### config.mk
export PLATFORM = sky130hd
export DESIGN_NAME = tetris_cmd_issuer
export DESIGN_NICKNAME = d
export VERILOG_FILES = /design/src/rtl/tetris_cmd_issuer.sv
export SDC_FILE = /design/constraint.sdc
export NUM_CORES = 1
export LEC_CHECK = 0
export ABC_CLOCK_PERIOD_IN_PS = 3200
export CAP_MARGIN = 20
export CORE_ASPECT_RATIO = 1.75
export CORE_MARGIN = 3
export CORE_UTILIZATION = 58
export CTS_CLUSTER_DIAMETER = 50
export DETAILED_ROUTE_END_ITERATION = 10
export DONT_BUFFER_PORTS = 1
export GPL_TIMING_DRIVEN = 0
export PLACE_DENSITY = 0.76
export SYNTH_ARGS = -nofsm -noshare
export SYNTH_HDL_FRONTEND = slang
export SYNTH_SLANG_ARGS = --single-unit
### constraint.sdc
create_clock -name clk -period 3.2 [get_ports clk]
set_input_delay 0.64 -clock clk [delete_from_list [all_inputs] [get_ports clk]]
set_output_delay 0.64 -clock clk [all_outputs]
set_load 0.02 [all_outputs]
### src/rtl/tetris_cmd_issuer.sv
// tetris_cmd_issuer: turns buttons, gravity and garbage requests
// into one-cycle commands for the tetris core.
//
// Ports:
//   clk, reset_n  clock, synchronous active-low reset
//   btn[6:0]      {hold,drop,rot_rev,rot,down,right,left} levels
//   state         current core state
//   score         BCD score, drives the gravity level
//   rng           random source, [3:0] picks the garbage hole
//   bar_req       one-cycle pulse per incoming garbage line
//   ctrl          registered command to the core
//   bar_mask      one-hot hole column, valid with ctrl == BAR
//   level         current gravity level

package enum_type;
    typedef enum logic [3:0] {
        NONE,
        INIT,
        WAIT,
        END,
        MOVE,
        LEFT,
        RIGHT,
        DOWN,
        DROP,
        ROTATE,
        ROTATE_REV,
        HOLD,
        BAR
    } state_type;
endpackage

module tetris_cmd_issuer
    import enum_type::*;
#(
    parameter int GRAVITY_TICKS = 50_000_000,
    parameter int MAX_SHIFT     = 4,
    parameter int DAS_TICKS     = 20_000_000,
    parameter int ARR_TICKS     = 5_000_000,
    parameter int BAR_MAX       = 20
) (
    input  logic        clk,
    input  logic        reset_n,
    input  logic [6:0]  btn,
    input  state_type   state,
    input  logic [15:0] score,
    input  logic [31:0] rng,
    input  logic        bar_req,
    output state_type   ctrl,
    output logic [9:0]  bar_mask,
    output logic [2:0]  level
);

    typedef enum logic [1:0] {
        IDLE,
        ISSUE,
        BUSY
    } fsm_t;

    fsm_t        fsm_q;
    fsm_t        fsm_d;
    state_type   ctrl_d;
    logic [9:0]  mask_d;
    logic [6:0]  btn_q;
    logic [6:0]  pend_q;
    logic [6:0]  pend_set;
    logic [6:0]  pend_clr;
    logic [6:0]  rise;
    logic [31:0] rep_q [3];
    logic [2:0]  rep_fire;
    logic [31:0] grav_q;
    logic [31:0] per_q;
    logic        grav_fire;
    logic        grav_rst;
    logic        running;
    logic        wake;
    logic        bar_inc;
    logic        bar_dec;
    logic [4:0]  bar_cnt;
    logic [7:0]  pri;
    logic [7:0]  gnt;
    logic [2:0]  lvl_d;
    logic [3:0]  col;
    logic        unused_bits;

    assign unused_bits = ^{rng[31:4], score[3:0]};

    assign rise      = btn & ~btn_q;
    assign running   = (state != INIT) && (state != END);
    assign grav_fire = running && (grav_q == per_q - 32'd1);
    assign bar_inc   = bar_req && (state != INIT);

    // Repeat fires once the hold reaches DAS, then every ARR.
    always_comb begin
        for (int i = 0; i < 3; i++) begin
            rep_fire[i] = btn[i] && (rep_q[i] == 32'(DAS_TICKS));
        end
    end

    assign pend_set = rise | {4'b0, rep_fire | {grav_fire, 2'b00}};

    always_comb begin
        lvl_d = 3'(MAX_SHIFT);
        if (score[15:8] == 8'd0 && score[7:4] < 4'(MAX_SHIFT)) begin
            lvl_d = score[6:4];
        end
    end

    assign col = (rng[3:0] >= 4'd10) ? rng[3:0] - 4'd10 : rng[3:0];

    // Priority vector, bit 0 = most urgent; gnt isolates the lowest set bit.
    assign pri = {bar_cnt != 5'd0, pend_q[2], pend_q[5], pend_q[1],
                  pend_q[0], pend_q[4], pend_q[3], pend_q[6]};
    assign gnt = pri & (~pri + 8'd1);

    always_comb begin
        fsm_d    = fsm_q;
        ctrl_d   = NONE;
        mask_d   = '0;
        pend_clr = '0;
        wake     = 1'b0;
        bar_dec  = 1'b0;
        grav_rst = 1'b0;
        unique case (fsm_q)
            IDLE: begin
                if (state == WAIT && pri != 8'd0) begin
                    fsm_d = ISSUE;
                    unique case (1'b1)
                        gnt[0]: begin
                            ctrl_d      = HOLD;
                            pend_clr[6] = 1'b1;
                        end
                        gnt[1]: begin
                            ctrl_d      = ROTATE;
                            pend_clr[3] = 1'b1;
                        end
                        gnt[2]: begin
                            ctrl_d      = ROTATE_REV;
                            pend_clr[4] = 1'b1;
                        end
                        gnt[3]: begin
                            ctrl_d      = LEFT;
                            pend_clr[0] = 1'b1;
                        end
                        gnt[4]: begin
                            ctrl_d      = RIGHT;
                            pend_clr[1] = 1'b1;
                        end
                        gnt[5]: begin
                            ctrl_d      = DROP;
                            pend_clr[5] = 1'b1;
                            grav_rst    = 1'b1;
                        end
                        gnt[6]: begin
                            ctrl_d      = DOWN;
                            pend_clr[2] = 1'b1;
                            grav_rst    = 1'b1;
                        end
                        default: begin
                            ctrl_d  = BAR;
                            bar_dec = 1'b1;
                            mask_d  = 10'd1 << col;
                        end
                    endcase
                end else if (!running && rise != 7'd0) begin
                    // Any command wakes the core from INIT/END.
                    fsm_d    = ISSUE;
                    ctrl_d   = DOWN;
                    wake     = 1'b1;
                    grav_rst = 1'b1;
                end
            end
            ISSUE: fsm_d = BUSY;
            BUSY: begin
                if (state == WAIT || !running) begin
                    fsm_d = IDLE;
                end
            end
            default: fsm_d = IDLE;
        endcase
    end

    always_ff @(posedge clk) begin
        if (!reset_n) begin
            fsm_q    <= IDLE;
            ctrl     <= NONE;
            bar_mask <= '0;
            level    <= '0;
            btn_q    <= '0;
            pend_q   <= '0;
            grav_q   <= '0;
            per_q    <= 32'(GRAVITY_TICKS);
            bar_cnt  <= '0;
            for (int i = 0; i < 3; i++) begin
                rep_q[i] <= '0;
            end
        end else begin
            fsm_q    <= fsm_d;
            ctrl     <= ctrl_d;
            bar_mask <= mask_d;
            level    <= lvl_d;
            btn_q    <= btn;
            // A flag set in its own issue cycle survives the clear.
            pend_q   <= wake ? '0 : (pend_q & ~pend_clr) | pend_set;
            for (int i = 0; i < 3; i++) begin
                if (!btn[i]) begin
                    rep_q[i] <= '0;
                end else if (rep_fire[i]) begin
                    rep_q[i] <= 32'(DAS_TICKS - ARR_TICKS + 1);
                end else begin
                    rep_q[i] <= rep_q[i] + 32'd1;
                end
            end
            // New period only latches at a wrap.
            if (grav_fire) begin
                per_q <= 32'(GRAVITY_TICKS) >> level;
            end
            if (state == INIT || grav_rst) begin
                grav_q <= '0;
            end else if (grav_fire) begin
                grav_q <= '0;
            end else if (running) begin
                grav_q <= grav_q + 32'd1;
            end
            if (state == INIT) begin
                bar_cnt <= '0;
            end else if (bar_inc && !bar_dec) begin
                if (bar_cnt < 5'(BAR_MAX)) begin
                    bar_cnt <= bar_cnt + 5'd1;
                end
            end else if (!bar_inc && bar_dec) begin
                bar_cnt <= bar_cnt - 5'd1;
            end
        end
    end

endmodule
Word-level counts from Yosys, hierarchy flattened
Memories as Yosys holds them, arrays and structs flattened.
Index checks and enable logic that the tools add are counted.
{ "totals": {"register_bits": 102, "latchBits": 0, "ram_bits": 96, "romBits": 0, "in_bits": 62, "word_cells": 164, "memories": 1} }
{ "classes": {"addsub": 9, "multipliers": 0, "n_div": 0, "order_cmp": 3, "n_eq_ne": 13, "shift": 2, "muxes": 73, "bitwise_logic": 21, "n_reduce_logical": 32} }
{ "mem_list": {"columns": ["memory", "depth", "word_bits", "read_ports", "rd_ports_with_merged_regs", "write_ports", "line_no", "source"], "rows": [
  ["rep_q", 3, 32, 3, 0, 3, "69", "logic [31:0] rep_q [3];"]
]} }
{ "op_table": {"columns": ["operator", "n"], "rows": [
  ["$mux 32", 9],
  ["$add 32x1->32 const B", 4],
  ["$eq 32x25->1 const B", 3],
  ["$mux 1", 50],
  ["$eq 32x32->1", 1],
  ["$shr 26x3->32 const A", 1],
  ["$sub 32x1->32 const B", 1],
  ["$pmux 4 s7", 1],
  ["$and 7x7->7", 3],
  ["$not 7->7", 3],
  ["$mux 5", 3],
  ["$mux 7", 2],
  ["$logic_and 1x1->1", 11],
  ["$reduce_or 10->1", 1],
  ["$shl 1x4->10 const A", 1],
  ["$or 1x1->1", 9],
  ["$logic_not 8->1", 1],
  ["$mux 4", 2],
  ["$reduce_and 2->1", 4],
  ["$reduce_bool 8->1", 1],
  ["$add 7x1->7 const B", 1],
  ["$or 7x3->7", 1],
  ["$or 7x7->7", 1],
  ["$reduce_bool 7->1", 1],
  ["28 further kinds", 38]
]} }

Logic depth before layout (Yosys ltp)
{ "logic_depth": {"word_depth": 11, "depth_mapped": 12, "depth_no_buf": 11} }

Least setup slack after synthesis
No wires, ideal clock.
{ "synth_timing": {"path_kind": "reg-to-reg", "start": "register pend_q[3]", "end": "register bar_cnt[4]", "setup_ns": 0.129, "arrival_ns": 3.019, "slack_ns": 0.052, "stages_incl_launch_ff": 12, "synth_period_minus_slack_ns": 3.148, "cell_sequence": "dfxtp_1 > or3_1 > or4b_1 > o211ai_2 > o21ai_0 > fa_1 > a21o_1 > a21oi_1 > xnor2_1 > nand2_1 > xor2_1 > nor2_1"} }
{ "synth_via": {"elab_chain_len": 11} }
{ "synth_rtl": {"columns": ["item", "line_no", "source"], "rows": [
  ["start, declared", "65", "logic [6:0] pend_q;"],
  ["start signal, assigned", "204", "pend_q <= wake ? '0 : (pend_q & ~pend_clr) | pend_set;"],
  ["$not 7->7", "114", "assign gnt = pri & (~pri + 8'd1);"],
  ["$add 7x1->7", "114", null],
  ["$and 7x7->7", "114", null],
  ["$reduce_or 7->1 (no source line)", null, null],
  ["$mux 1", "128", "unique case (1'b1)"],
  ["$mux 1 (*)", "126", "if (state == WAIT && pri != 8'd0) begin"],
  ["$mux 1 (*)", "124", "unique case (fsm_q)"],
  ["$logic_not 1->1", "227", "end else if (bar_inc && !bar_dec) begin"],
  ["$logic_and 1x1->1", "227", null],
  ["$ne 2x1->1 (no source line) / $reduce_bool 2->1 (equally long branches)", null, null],
  ["$reduce_and 2->1 (no source line)", null, null],
  ["end signal, assigned", "229", "bar_cnt <= bar_cnt + 5'd1;"],
  ["end signal, assigned", "232", "bar_cnt <= bar_cnt - 5'd1;"],
  ["end, declared", "79", "logic [4:0] bar_cnt;"]
]} }
Every way passes the cells marked *; elsewhere a longest branch is shown, timed or not.
A chain may end at the register's enable or synchronous reset.

Worst setup path in the final report
{ "layout_timing": {"start": "register per_q[0]", "end": "register per_q[2]"} }
{ "layout_via": {"elab_chain_len": 3} }
{ "layout_rtl": {"columns": ["item", "line_no", "source"], "rows": [
  ["start, declared", "72", "logic [31:0] per_q;"],
  ["start signal, assigned", "192", "per_q <= 32'(GRAVITY_TICKS);"],
  ["start signal, assigned", "216", "per_q <= 32'(GRAVITY_TICKS) >> level;"],
  ["$sub 32x1->32", "90", "assign grav_fire = running && (grav_q == per_q - 32'd1);"],
  ["$eq 32x32->1", "90", null],
  ["$logic_and 1x1->1", "90", null]
]} }
No other way between the ends.

==> PnR_summary.wiki <==
{| class="wikitable"
! Metric !! Value
|-
| Run status || finished, final reports clean
|-
| Peak-usage layer in the global routing report || met2
|-
| Number of distinct standard cells referenced by the synthesized netlist || 68
|-
| Library cell occupying the most area in the post-synthesis netlist || edfxtp_1
|-
| Worst setup slack after layout || roughly 85 ps
|-
| Arrival @ worst endpoint || 3480 ps
|-
| Met1 layer usage reported by global route || about a quarter
|-
| Leakage power figure || 4.22 nW
|-
| P&R area growth vs syn || 13.6%
|-
| DP Worst Slack || -544 ps
|-
| Final Hold Viols || 0
|-
| GR Layer Usage met2 || between 40% and 50%
|-
| Share of cells above drive strength 1 || between 7 and 8%
|-
| Clock transition at path regs || around 70 ps
|-
| Crit path largest cell delay || 520 ps
|-
| Post-route cell area || 0.0119 mm^2
|-
| Hold WS || 282 ps
|-
| CP max-delay cell || or4_1
|-
| Total power draw || between 5 and 6 mW
|-
| Internal power || 4.02 mW
|-
| Boundary pin count || 79
|-
| Post-DR wirelength/cell || ~16 um
|-
| Root buffer cell || clkbuf_16
|-
| Starting density of the core || between 50% and 60%
|-
| Quantity of I/O buffers inserted on ports || 0
|-
| Area share of the largest cell type after synthesis || approximately 28%
|-
| Post-Synthesis Mean Instance Area || slightly above 9 um^2
|-
| Overall die height || between 150 and 200 um
|-
| Post-synth EDFFs || 96
|-
| Number of warnings printed during yosys synthesis || 0
|-
| Count of filler cells inserted in the layout || 1470
|-
| Total die area || between 0.015 and 0.02 mm^2
|-
| Final Max Tran Viols || 0
|-
| PD cells || 443 mW/mm^2
|-
| DRC violations left || 0
|-
| Number of antenna violations at the first check in global routing || 0
|-
| Top flip-flop cell by instance count after synthesis || edfxtp_1
|-
| Clock insertion delay at the later pin of the skew report || 430 ps
|-
| Final Critical Period || approximately 3100 ps
|-
| CTS H-tree lvls || 4
|-
| Ordered list of cells on the worst path || inv_2, ha_4, or4b_4, nor4_4, xnor2_1, nand2_1, nor4_2, nand4_1, buf_4, or4_1, a21oi_2
|-
| Capture point of the critical path || per_q[2]$_SDFFE_PN0P_
|-
| Placement Rows || between 60 and 70
|-
| Power share of the clock group || between 40 and 50%
|-
| Worst min-delay path class || input pin to register
|-
| Ratio of final minimum period to clock period || roughly 97%
|-
| Antenna Violating Nets Remaining || 0
|-
| Iteration count of the initial detailed-routing pass || 5
|-
| Pin count of the biggest net entering global routing || 18
|-
| TritonCTS buffer count || 17
|-
| Clock skew after layout || 11.4 ps
|-
| Seq cells post-synth || about 190
|-
| Required time at the endpoint of the critical path || between 3000 and 4000 ps
|-
| Placeable core region || 0.0176 mm^2
|-
| Type of element launching the critical path || register
|-
| CTS tree || built
|-
| Async set-or-reset flop fraction in the synthesized netlist || 0%
|-
| Via density || 5.70
|-
| Cell count of the worst reg-to-reg path || 11
|-
| Last weighted congestion value of the routability-driven placer || approximately 0.93
|-
| Wire length of the first global-routing pass || 40500 um
|-
| Post-synthesis instance total || 1140
|-
| Element type at the critical path end || register
|-
| Upper clock frequency limit || approximately 0.32 GHz
|-
| Area taken by flip-flops and latches || between 0.004 and 0.005 mm^2
|-
| Die Width || between 100 and 150 um
|-
| Share of total power in sequential cells || between 50% and 60%
|-
| End of the worst register-to-register path || per_q[2]$_SDFFE_PN0P_
|-
| Tot GR Track Use || about a quarter
|-
| Count of inserted antenna diode cells || 0
|-
| Launching point of the worst reg2reg path || per_q[0]$_SDFFE_PN0P_
|-
| Initial DRC Count || roughly 470
|-
| Max_slew headroom || between 40% and 50%
|-
| Combinational group share of total power || under 10%
|-
| Switching power || 1.25 mW
|-
| Multi-input gate area in the final layout || roughly 0.0058 mm^2
|-
| Sequential element share of the synthesized area || between 40% and 50%
|-
| Critical path class || register to register
|-
| Unrepaired setup endpoints after global routing || yes
|-
| Sum of routed wire length over all layers || approximately 24000 um
|-
| Fraction of power spent switching nets || 23.7%
|-
| Buffer levels on the longest clock path || 2
|-
| Setup violation total in the final timing report || 0
|-
| Worst Max-Slew Pin Slew || 857 ps
|-
| # Max-Cap Violations || 0
|-
| Global-route track usage on met3 || approximately 3.7%
|-
| Dominant cell by count in the synthesized netlist || nor2_1
|-
| Peak supply drop || 0.000313 V
|-
| Critical path peak fanout || 6
|-
| Synthesized area || between 0.01 and 0.015 mm^2
|-
| Total negative slack || 0 ps
|-
| Via count of the first global-routing pass || about 8600
|-
| Number of nets in the finished design || about 1300
|-
| Worst reg2reg setup slack || ~85 ps
|-
| Detailed placement HPWL || approximately 18000 um
|-
| Launch point of the critical path || per_q[0]$_SDFFE_PN0P_
|-
| Total via count in the routed design || about 8600
|-
| Synth area leaders || edfxtp_1 28%, dfxtp_1 18%, xor2_1 6.9%
|-
| Sinks on the clock net || between 150 and 200
|-
| Grt total ovfl || 0
|-
| DP Area || approximately 0.011 mm^2
|-
| Most numerous cell types in the synthesized netlist || 126 x nor2_1, 96 x dfxtp_1, 96 x edfxtp_1
|}
## metrics by stage
| stage | util, % | instances |
|---|---|---|
| floorplan | - | 1235 |
| global placement | 63.1 | 1466 |
| detailed placement | 63.1 | 1466 |
| CTS | 67.0 | 1500 |
| global route | 67.6 | 1504 |
| finish | 67.6 | 1504 |
## how the worst min path moves through the flow
| stage | from | slack, ps | depth (start not counted) | endpoint |
|---|---|---|---|---|
| final | rng[0] | 280 | 1 | bar_mask[8]$_SDFF_PP0_ |
| after global routing | rng[0] | 280 | 1 | bar_mask[8]$_SDFF_PP0_ |
| after CTS | rng[0] | 270 | 1 | bar_mask[8]$_SDFF_PP0_ |
| after detailed placement | pend_q[4]$_SDFF_PP0_ | 490 | 2 | pend_q[4]$_SDFF_PP0_ |
| after global placement | pend_q[4]$_SDFF_PP0_ | 490 | 2 | pend_q[4]$_SDFF_PP0_ |
| after floorplan | pend_q[4]$_SDFF_PP0_ | 470 | 2 | pend_q[4]$_SDFF_PP0_ |
## worst max-delay path: cells and delay by family, from the launching register on
family / cells / cell delay [ps]
xor+xnor: 1 / 150
simple gates: 6 / 1910
flops: 1 / 370
fa+ha+maj: 1 / 170
compound gates: 1 / 140
buf+inv: 2 / 300
## power groups by stage
stage          combinational [mW]  sequential (mW)  clock, mW
5_1_grt                     0.397             2.81       2.26
6_report                    0.349             2.79       2.13
3_3_place_gp                0.325             2.84          0
2_1_floorplan               0.271             2.82          0
3_5_place_dp                0.333             2.85          0
4_1_cts                     0.342             2.79       2.17
## routing by layer
layer | vias up | share of wire (%)
met2 | 171 | 56
met4 | 0 | 5.2
met5 | - | 0
met1 | 4075 | 37
met3 | 77 | 2.6
li1 | 4256 | -
## registers in the layout, indices dropped and copies added, names as in the netlist
signal    cells
btn_q         7
per_q        26
rep_q        96
grav_q       32
fsm_q         2
bar_cnt       5
ctrl          4
pend_q        7
level         3
bar_mask     10
## cells in the final DEF (no fill, tap or decap), drive strengths merged, types with 4 or more instances in the layout
| cell type | n |
|---|---|
| buf | 14 |
| nand2 | 91 |
| a31oi | 6 |
| clkinv | 4 |
| and2 | 8 |
| nor3 | 67 |
| a211oi | 6 |
| nand2b | 11 |
| inv | 40 |
| edfxtp | 96 |
| nor4 | 25 |
| a21oi | 68 |
| xor2 | 82 |
| mux2i | 12 |
| or4 | 9 |
| and3 | 32 |
| a211o | 5 |
| nor2 | 126 |
| o31ai | 5 |
| a21o | 4 |
| nor2b | 5 |
| o211ai | 7 |
| nand4 | 32 |
| nand3 | 69 |
| dfxtp | 96 |
| o21ai | 46 |
| xnor2 | 59 |
| nor4b | 10 |
| ha | 12 |
| o21a | 4 |
| or3 | 24 |
| clkbuf | 58 |
| and4 | 6 |
| conb | 96 |
## cell families (layout without fill, tap and decap cells)
| kind of cell | after synthesis | in the layout | synth area share [%] |
|---|---|---|---|
| other | 1 | 96 | 0.0358 |
| flip-flops | 192 | 192 | 45.9 |
| AND/OR/NAND/NOR | 528 | 528 | 26.3 |
| AO/OA/AOI/OAI | 171 | 171 | 10.0 |
| multiplexers | 14 | 14 | 1.36 |
| XOR/XNOR | 141 | 141 | 11.8 |
| buffers and inverters | 80 | 118 | 3.04 |
| adder cells (fa/ha/maj) | 13 | 13 | 1.62 |
## area by class of cell
class / count / share of cell area [%]
multi-input combinational: 963 / 49.0
sequential: 192 / 40.4
clock buffer: 20 / 3.84
tap: 231 / 2.43
buffer: 46 / 1.67
clock inverter: 12 / 1.10
inverter: 34 / 1.07
timing repair buffer: 6 / 0.483
## timing repair
action / 4_1_cts / 5_1_grt
hold buffers: 0 / 0
pin swaps: 2 / 6
gates resized for setup: 17 / 20
buffers inserted: 2 / 4
setup endpoints to repair: 61 / 56
Power figures use the tool's default switching activity.
